==> config.mk <==
export PLATFORM = sky130hd
export DESIGN_NAME = mac_word_accumulator
export DESIGN_NICKNAME = d
export VERILOG_FILES = /design/src/rtl/mac_word_accumulator.sv
export SDC_FILE = /design/constraint.sdc
export NUM_CORES = 2
export LEC_CHECK = 0
export ABC_AREA = 1
export CAP_MARGIN = 10
export CORE_AREA = 5 5 452 454
export DETAILED_ROUTE_END_ITERATION = 6
export DIE_AREA = 0 0 457 459
export HOLD_SLACK_MARGIN = 0.02
export PLACE_DENSITY = 0.61
export SLEW_MARGIN = 20
export SYNTH_ARGS = -nofsm -noshare
export SYNTH_HDL_FRONTEND = slang
export SYNTH_SLANG_ARGS = --single-unit
==> constraint.sdc <==
create_clock -name clk -period 3.7 [get_ports clk]
set_input_delay 0.925 -clock clk [delete_from_list [all_inputs] [get_ports clk]]
set_output_delay 0.925 -clock clk [all_outputs]
set_load 0.005 [all_outputs]
==> src/rtl/mac_word_accumulator.sv <==
// Word-serial MAC: feeds A[i]*b to an external multiplier and folds each product plus C[i] into a running carry.
// Latency MUL_LAT+2 from accepted beat to out_valid; no backpressure, one beat per cycle sustained.
module mac_word_accumulator #(
  parameter int W       = 128,
  parameter int MUL_LAT = 6
) (
  input  logic           clk,
  input  logic           rst,
  input  logic           in_valid,
  input  logic           in_first,
  input  logic           in_last,
  input  logic [W-1:0]   a_word,
  input  logic [W-1:0]   b_word,
  input  logic [W-1:0]   c_word,
  output logic [W-1:0]   mul_a,
  output logic [W-1:0]   mul_b,
  input  logic [2*W-1:0] mul_s,
  output logic           out_valid,
  output logic [W-1:0]   out_word,
  output logic           out_last,
  output logic [W-1:0]   out_hi,
  output logic [7:0]     out_idx,
  output logic           seq_err
);

  // Side data sits one register beside mul_a/mul_b, then MUL_LAT more to meet mul_s.
  localparam int DEPTH = MUL_LAT + 1;

  typedef enum logic {S_IDLE, S_ACC} state_t;

  logic [W-1:0]     r_mul_a;
  logic [W-1:0]     r_mul_b;
  logic [DEPTH-1:0] r_vld_sr;
  logic [DEPTH-1:0] r_first_sr;
  logic [DEPTH-1:0] r_last_sr;
  logic [W-1:0]     r_c_sr [DEPTH];

  state_t           r_state;
  logic [W-1:0]     r_carry;
  logic             r_out_valid;
  logic             r_out_last;
  logic             r_seq_err;
  logic [W-1:0]     r_out_word;
  logic [W-1:0]     r_out_hi;
  logic [7:0]       r_out_idx;

  logic             w_vld_d;
  logic             w_first_d;
  logic             w_last_d;
  logic [W-1:0]     w_c_d;
  logic             w_as_first;
  logic             w_seq_err;
  logic [2*W-1:0]   w_carry_in;
  logic [2*W-1:0]   w_sum;

  always_ff @(posedge clk) begin
    if (rst) begin
      r_mul_a  <= '0;
      r_mul_b  <= '0;
      r_vld_sr <= '0;
    end else begin
      if (in_valid) begin
        r_mul_a <= a_word;
        r_mul_b <= b_word;
      end
      r_vld_sr <= {r_vld_sr[DEPTH-2:0], in_valid};
    end
  end

  always_ff @(posedge clk) begin
    r_first_sr <= {r_first_sr[DEPTH-2:0], in_first};
    r_last_sr  <= {r_last_sr[DEPTH-2:0], in_last};
    r_c_sr[0]  <= c_word;
    for (int i = 1; i < DEPTH; i++) begin
      r_c_sr[i] <= r_c_sr[i-1];
    end
  end

  assign w_vld_d   = r_vld_sr[DEPTH-1];
  assign w_first_d = r_first_sr[DEPTH-1];
  assign w_last_d  = r_last_sr[DEPTH-1];
  assign w_c_d     = r_c_sr[DEPTH-1];

  // A beat arriving in IDLE starts a row whether or not it was flagged first.
  assign w_as_first = w_first_d || (r_state == S_IDLE);
  assign w_seq_err  = (r_state == S_ACC) ? w_first_d : !w_first_d;
  assign w_carry_in = w_as_first ? '0 : {{W{1'b0}}, r_carry};
  assign w_sum      = mul_s + {{W{1'b0}}, w_c_d} + w_carry_in;

  always_ff @(posedge clk) begin
    if (rst) begin
      r_state     <= S_IDLE;
      r_carry     <= '0;
      r_out_valid <= 1'b0;
      r_out_last  <= 1'b0;
      r_seq_err   <= 1'b0;
      r_out_word  <= '0;
      r_out_hi    <= '0;
      r_out_idx   <= '0;
    end else begin
      r_out_valid <= w_vld_d;
      r_out_last  <= w_vld_d && w_last_d;
      r_seq_err   <= w_vld_d && w_seq_err;
      if (w_vld_d) begin
        r_out_word <= w_sum[W-1:0];
        r_out_hi   <= w_last_d ? w_sum[2*W-1:W] : '0;
        r_carry    <= w_last_d ? '0 : w_sum[2*W-1:W];
        r_out_idx  <= w_as_first ? 8'd0 : r_out_idx + 8'd1;
        case (r_state)
          S_IDLE:  r_state <= w_last_d ? S_IDLE : S_ACC;
          S_ACC:   r_state <= w_last_d ? S_IDLE : S_ACC;
          default: r_state <= S_IDLE;
        endcase
      end
    end
  end

  assign mul_a     = r_mul_a;
  assign mul_b     = r_mul_b;
  assign out_valid = r_out_valid;
  assign out_word  = r_out_word;
  assign out_last  = r_out_last;
  assign out_hi    = r_out_hi;
  assign out_idx   = r_out_idx;
  assign seq_err   = r_seq_err;

endmodule

Word-level counts from Yosys, hierarchy flattened. Memory sizes are Yosys's and may differ from the RTL's. Cells that the tools add are included.

Bits in registers: 673. Logic and storage cells: 28. Memories: 1. RAM bits: 896.

Add/sub/neg operators: 3. Mux-type cells: 6. Reduce and logical (&&, ||, !) cells: 4. Bitwise logic cells: 1.

Memory list: r_c_sr (words 7, width 128, rd ports 7, clocked after Yosys merged registers in 0, write ports 7, line 36) `logic [W-1:0] r_c_sr [DEPTH];`.

Operators by type and width (number): $add A256 B128 Y256 (2); $mux W128 (3); $add A8 B1 Y8 const B (1); $mux W8 (1); $logic_and A1 B1 Y1 (2); $mux W1 (2); $logic_not A1 Y1 (1); $logic_or A1 B1 Y1 (1); $not A1 Y1 (1).

Longest topological paths before layout.
Depth in word-level cells: 5. Depth in mapped cells: 26. Depth with buffers taken out: 23.

Least setup slack after synthesis. No wires, ideal clock.

Path type: register -> register. Start point: reg r_first_sr[6]. End point: reg r_out_hi[65], in the netlist out_hi[65]. Path buffers: 3. Path slack: 0.272 ns. Stages on the path, launching flop included: 26. Arrival: 3.296 ns. Required time: 3.568 ns. Cells stage by stage: dfxtp_1 -> inv_1 -> ha_1 -> clkbuf_1 -> clkbuf_1 -> clkbuf_1 -> nand2_1 -> fa_1 -> inv_1 -> ha_1 -> fa_1 -> nand3_1 -> nand3_1 -> nand2_1 -> nand2_1 -> nand2_1 -> nand2_2 -> nand3_1 -> nand2_1 -> nand2_1 -> nand2_1 -> nand2_1 -> nand2_1 -> nand3_1 -> nand3_1 -> a21oi_1.

Cells in the longest elaborated chain, start to end: 4.

RTL lines: from (decl) (line 34) `logic [DEPTH-1:0] r_first_sr;`; from (signal assigned) (line 71) `r_first_sr <= {r_first_sr[DEPTH-2:0], in_first};`; $logic_or A1 B1 Y1 (line 85) `assign w_as_first = w_first_d || (r_state == S_IDLE);`; $mux W128 (line 87) `assign w_carry_in = w_as_first ? '0 : {{W{1'b0}}, r_carry};`; $add A256 B128 Y256 (line 88) `assign w_sum = mul_s + {{W{1'b0}}, w_c_d} + w_carry_in;`; $mux W128 (line 106) `r_out_hi <= w_last_d ? w_sum[2*W-1:W] : '0;`; to (signal assigned) (line 106); to (decl) (line 44) `logic [W-1:0] r_out_hi;`.

No other way between the ends. A chain may end at the register's enable or synchronous reset.

Worst setup path after layout.
Start point: reg r_state. End point: reg r_out_hi[35], in the netlist out_hi[35].

Cells in the longest elaborated chain, start to end: 5.

RTL lines: from (decl) (line 38) `state_t r_state;`; from (signal assigned) (line 110) `S_IDLE: r_state <= w_last_d ? S_IDLE : S_ACC;`; from (signal assigned) (line 111) `S_ACC: r_state <= w_last_d ? S_IDLE : S_ACC;`; $not A1 Y1 (line 85); $logic_or A1 B1 Y1 (line 85); $mux W128 (line 87); $add A256 B128 Y256 (line 88); $mux W128 (line 106).

No other way between the ends.

==> impl_metrics.env <==
export IMPL_status="finished with violations"
export IMPL_violations="DRC, setup timing"
export IMPL_htree_num_levels=4
export IMPL_synthMuxAreaShare=0
export IMPL_num_vias=72400
export IMPL_dp_cells=14300
export IMPL_synth_area_um2=66400
export IMPL_overflow=0
export IMPL_drcViolationCount=2
export IMPL_cts_reportedPaths_clkPinSlew_ns=0.06
export IMPL_synth_fa_ha_area_frac=0.0634
export IMPL_placed_cell_area_um2=94900
export IMPL_synth_simple_area_share=0.293
export IMPL_core_um2=199000
export IMPL_synthArstFlopShare=0
export IMPL_endpoint_kind="register"
export IMPL_setup_viol=347
export IMPL_yosysSeqAreaShare=0.473
export IMPL_synth_edff_count=0
export IMPL_vias_per_cell=4.92
export IMPL_crit_type="register to register"
export IMPL_grt_pass1_wl_um=560000
export IMPL_path_buf_inv=9
export IMPL_ant_nets=0
export IMPL_required_ns=4.43
export IMPL_firstDrtPassIters=7
export IMPL_clock_latency_ns=0.86
export IMPL_die_y_um=459
export IMPL_fin_util=0.540
export IMPL_finalWirelength_um=422000
export IMPL_regArea_um2=31400
export IMPL_synth_top_family_by_area="simple AND/OR/NAND/NOR gates"
export IMPL_rsz0062_at_grt="yes"
export IMPL_avgSynthCellArea_um2=7.38
export IMPL_grtUsageTotal=0.383
export IMPL_hpwlAfterDp_um=355000
export IMPL_crit_top_cell="buf_4"
export IMPL_crit_fanout=8
export IMPL_synthFlopType="dfxtp_1"
export IMPL_root_buffer="clkbuf_16"
export IMPL_grt_pass1_vias=70500
export IMPL_clock_sinks=1569
export IMPL_die_w_um=457
export IMPL_slowest_stage="fa_2"
export IMPL_netlist_instances=9001
export IMPL_cts_buffer_depth=3
export IMPL_vdd_drop_max_v=0.000473
export IMPL_fin_area_um2=108000
export IMPL_min_period_ns=4.33
export IMPL_final_common_cell="nand2_1"
export IMPL_finalNonFillerCells=14700
export IMPL_die_area_um2=210000
export IMPL_path_delay_family="simple AND/OR/NAND/NOR gates"
export IMPL_start_kind="register"
export IMPL_maxCapViolCount=0
export IMPL_cts_tree="built"
export IMPL_cts_made_buffers=165
export IMPL_synth_nets=9905
export IMPL_synthDistinctLibCells=41
export IMPL_drv_slew=0
export IMPL_ios=1168
export IMPL_drtIter0Drc=6937
export IMPL_wl_per_cell_um=28.7
export IMPL_yosysWarnings=0
export IMPL_hold_worst_slack_ns=0.283
export IMPL_io_buffers=1167
export IMPL_post_route_period_util=1.17
export IMPL_rows=164
export IMPL_relSlewSlack=0.247
export IMPL_area_delta_synth_final_pct=61.9
export IMPL_fin_ws_ns=-0.632
export IMPL_fmax_ghz=0.231
export IMPL_finalNetCount=12800
export IMPL_multiInputGateArea_um2=34300
export IMPL_gp_congestion=1.10
export IMPL_hold_class="register to register"
export IMPL_layout_common_cells="nand2_1, dfxtp_1, buf_4"
export IMPL_tightest_slew_ns=1.13
export IMPL_synth_seq_cells=1569
export IMPL_synth_xor_area_share=0.0165
export IMPL_grt_max_degree=257
export IMPL_worst_clock_skew_ns=0.0563
export IMPL_p_per_area_nw_per_um2=423
export IMPL_final_fill_count=18900
export IMPL_synth_compound_area_frac=0.0626
export IMPL_timing_hold_violations_final=0
export IMPL_start_util=0.333
export IMPL_power_leakage_nw=50.3
export IMPL_slowest_delay_ns=0.48
export IMPL_antenna_found_initial=64
export IMPL_drive_gt1_frac=0.282
export IMPL_cp_arrival_ns=5.06
[cell type report]
type	instances	share of cell area
Antenna cell	26	0.000605
Multi-Input combinational cell	5816	0.319
Sequential cell	1569	0.292
Timing Repair Buffer	2956	0.252
Clock buffer	216	0.0433
Inverter	1389	0.0490
Clock inverter	92	0.0126
Tap cell	2656	0.0309
[Yosys cell counts (7+ instances only)]
library cell	n	share of area
xor2_1	91	0.012
a21oi_1	375	0.028
nand2_1	2415	0.14
clkbuf_1	185	0.010
xnor2_1	34	0.0045
dfxtp_1	1569	0.47
nand3_1	436	0.033
buf_1	20	0.0011
fa_1	129	0.039
ha_1	130	0.024
or2_1	11	0.0010
buf_2	21	0.0016
nor2_2	79	0.0074
nand3_2	41	0.0062
o21bai_1	23	0.0026
inv_1	1349	0.076
nor4_1	14	0.0013
o21ai_1	10	0.00075
nand2_2	60	0.0057
nor3_1	64	0.0048
nand4_1	137	0.013
clkinv_1	7	0.00040
inv_2	33	0.0019
o21ai_0	397	0.030
nor2_1	1269	0.072
nor2_4	7	0.0012
nand3b_1	50	0.0057
nor3_2	18	0.0027
[stage by stage]
stage | setup TNS (ns) | power, W | setup slack, ns
4_1_cts | -141.70 | 0.0450 | -0.555
3_3_place_gp | -362.19 | 0.0264 | -1.74
3_5_place_dp | -365.50 | 0.0264 | -1.73
2_1_floorplan | 0 | 0.0208 | 0.272
5_1_grt | -188.23 | 0.0468 | -0.743
6_report | -146.44 | 0.0455 | -0.632
[metal layers]
layer,track usage,wire length (um)
met5,0,239
met4,0.226,31500
met3,0.0983,36500
met2,0.615,189000
met1,0.465,165000
[flip-flops by register name, summed over array words and instances, names as in the netlist]
| signal | cells |
|---|---|
| out_valid | 1 |
| mul_b | 128 |
| r_last_sr | 7 |
| out_last | 1 |
| out_idx | 8 |
| out_word | 128 |
| r_c_sr | 896 |
| mul_a | 128 |
| out_hi | 128 |
| r_state | 1 |
| r_vld_sr | 7 |
| r_first_sr | 7 |
| seq_err | 1 |
| r_carry | 128 |
[where the power goes]
part | switching [W] | internal [W] | leakage, nW | total, W
sequential | 0.000284 | 0.0176 | 13.1 | 0.0179
combinational | 0.00532 | 0.00423 | 34.4 | 0.00955
clock | 0.00776 | 0.0102 | 2.89 | 0.0180
[worst paths after layout]
check                             start  slack [ns]  cells past startpoint                 endpoint
hold / removal    r_c_sr[3][88]$_DFF_P_        0.28                      0    r_c_sr[4][88]$_DFF_P_
setup / recovery   r_state$_SDFFE_PP0P_       -0.63                     25  out_hi[35]$_SDFFE_PP0P_
hold reg to reg   r_c_sr[3][88]$_DFF_P_        0.28                      0    r_c_sr[4][88]$_DFF_P_
setup reg to reg   r_state$_SDFFE_PP0P_       -0.63                     25  out_hi[35]$_SDFFE_PP0P_
[cells by family (layout without fill, tap and decap cells)]
logic type | count (synthesis) | in the layout
AO/OA/AOI/OAI | 813 | 813
XOR/XNOR | 125 | 125
adder cells (fa/ha/maj) | 259 | 259
buffers and inverters | 1616 | 4653
flip-flops | 1569 | 1569
other | 0 | 26
AND/OR/NAND/NOR | 4619 | 4619
[repair_timing]
item / 4_1_cts / 5_1_grt
pin swaps: 127 / 217
buffers inserted: 42 / 33
resized for setup: 766 / 728
gates cloned: 1 / 3
endpoints found under the setup margin: 364 / 358
hold buffers: 0 / 0
Power figures use the tool's default switching activity.
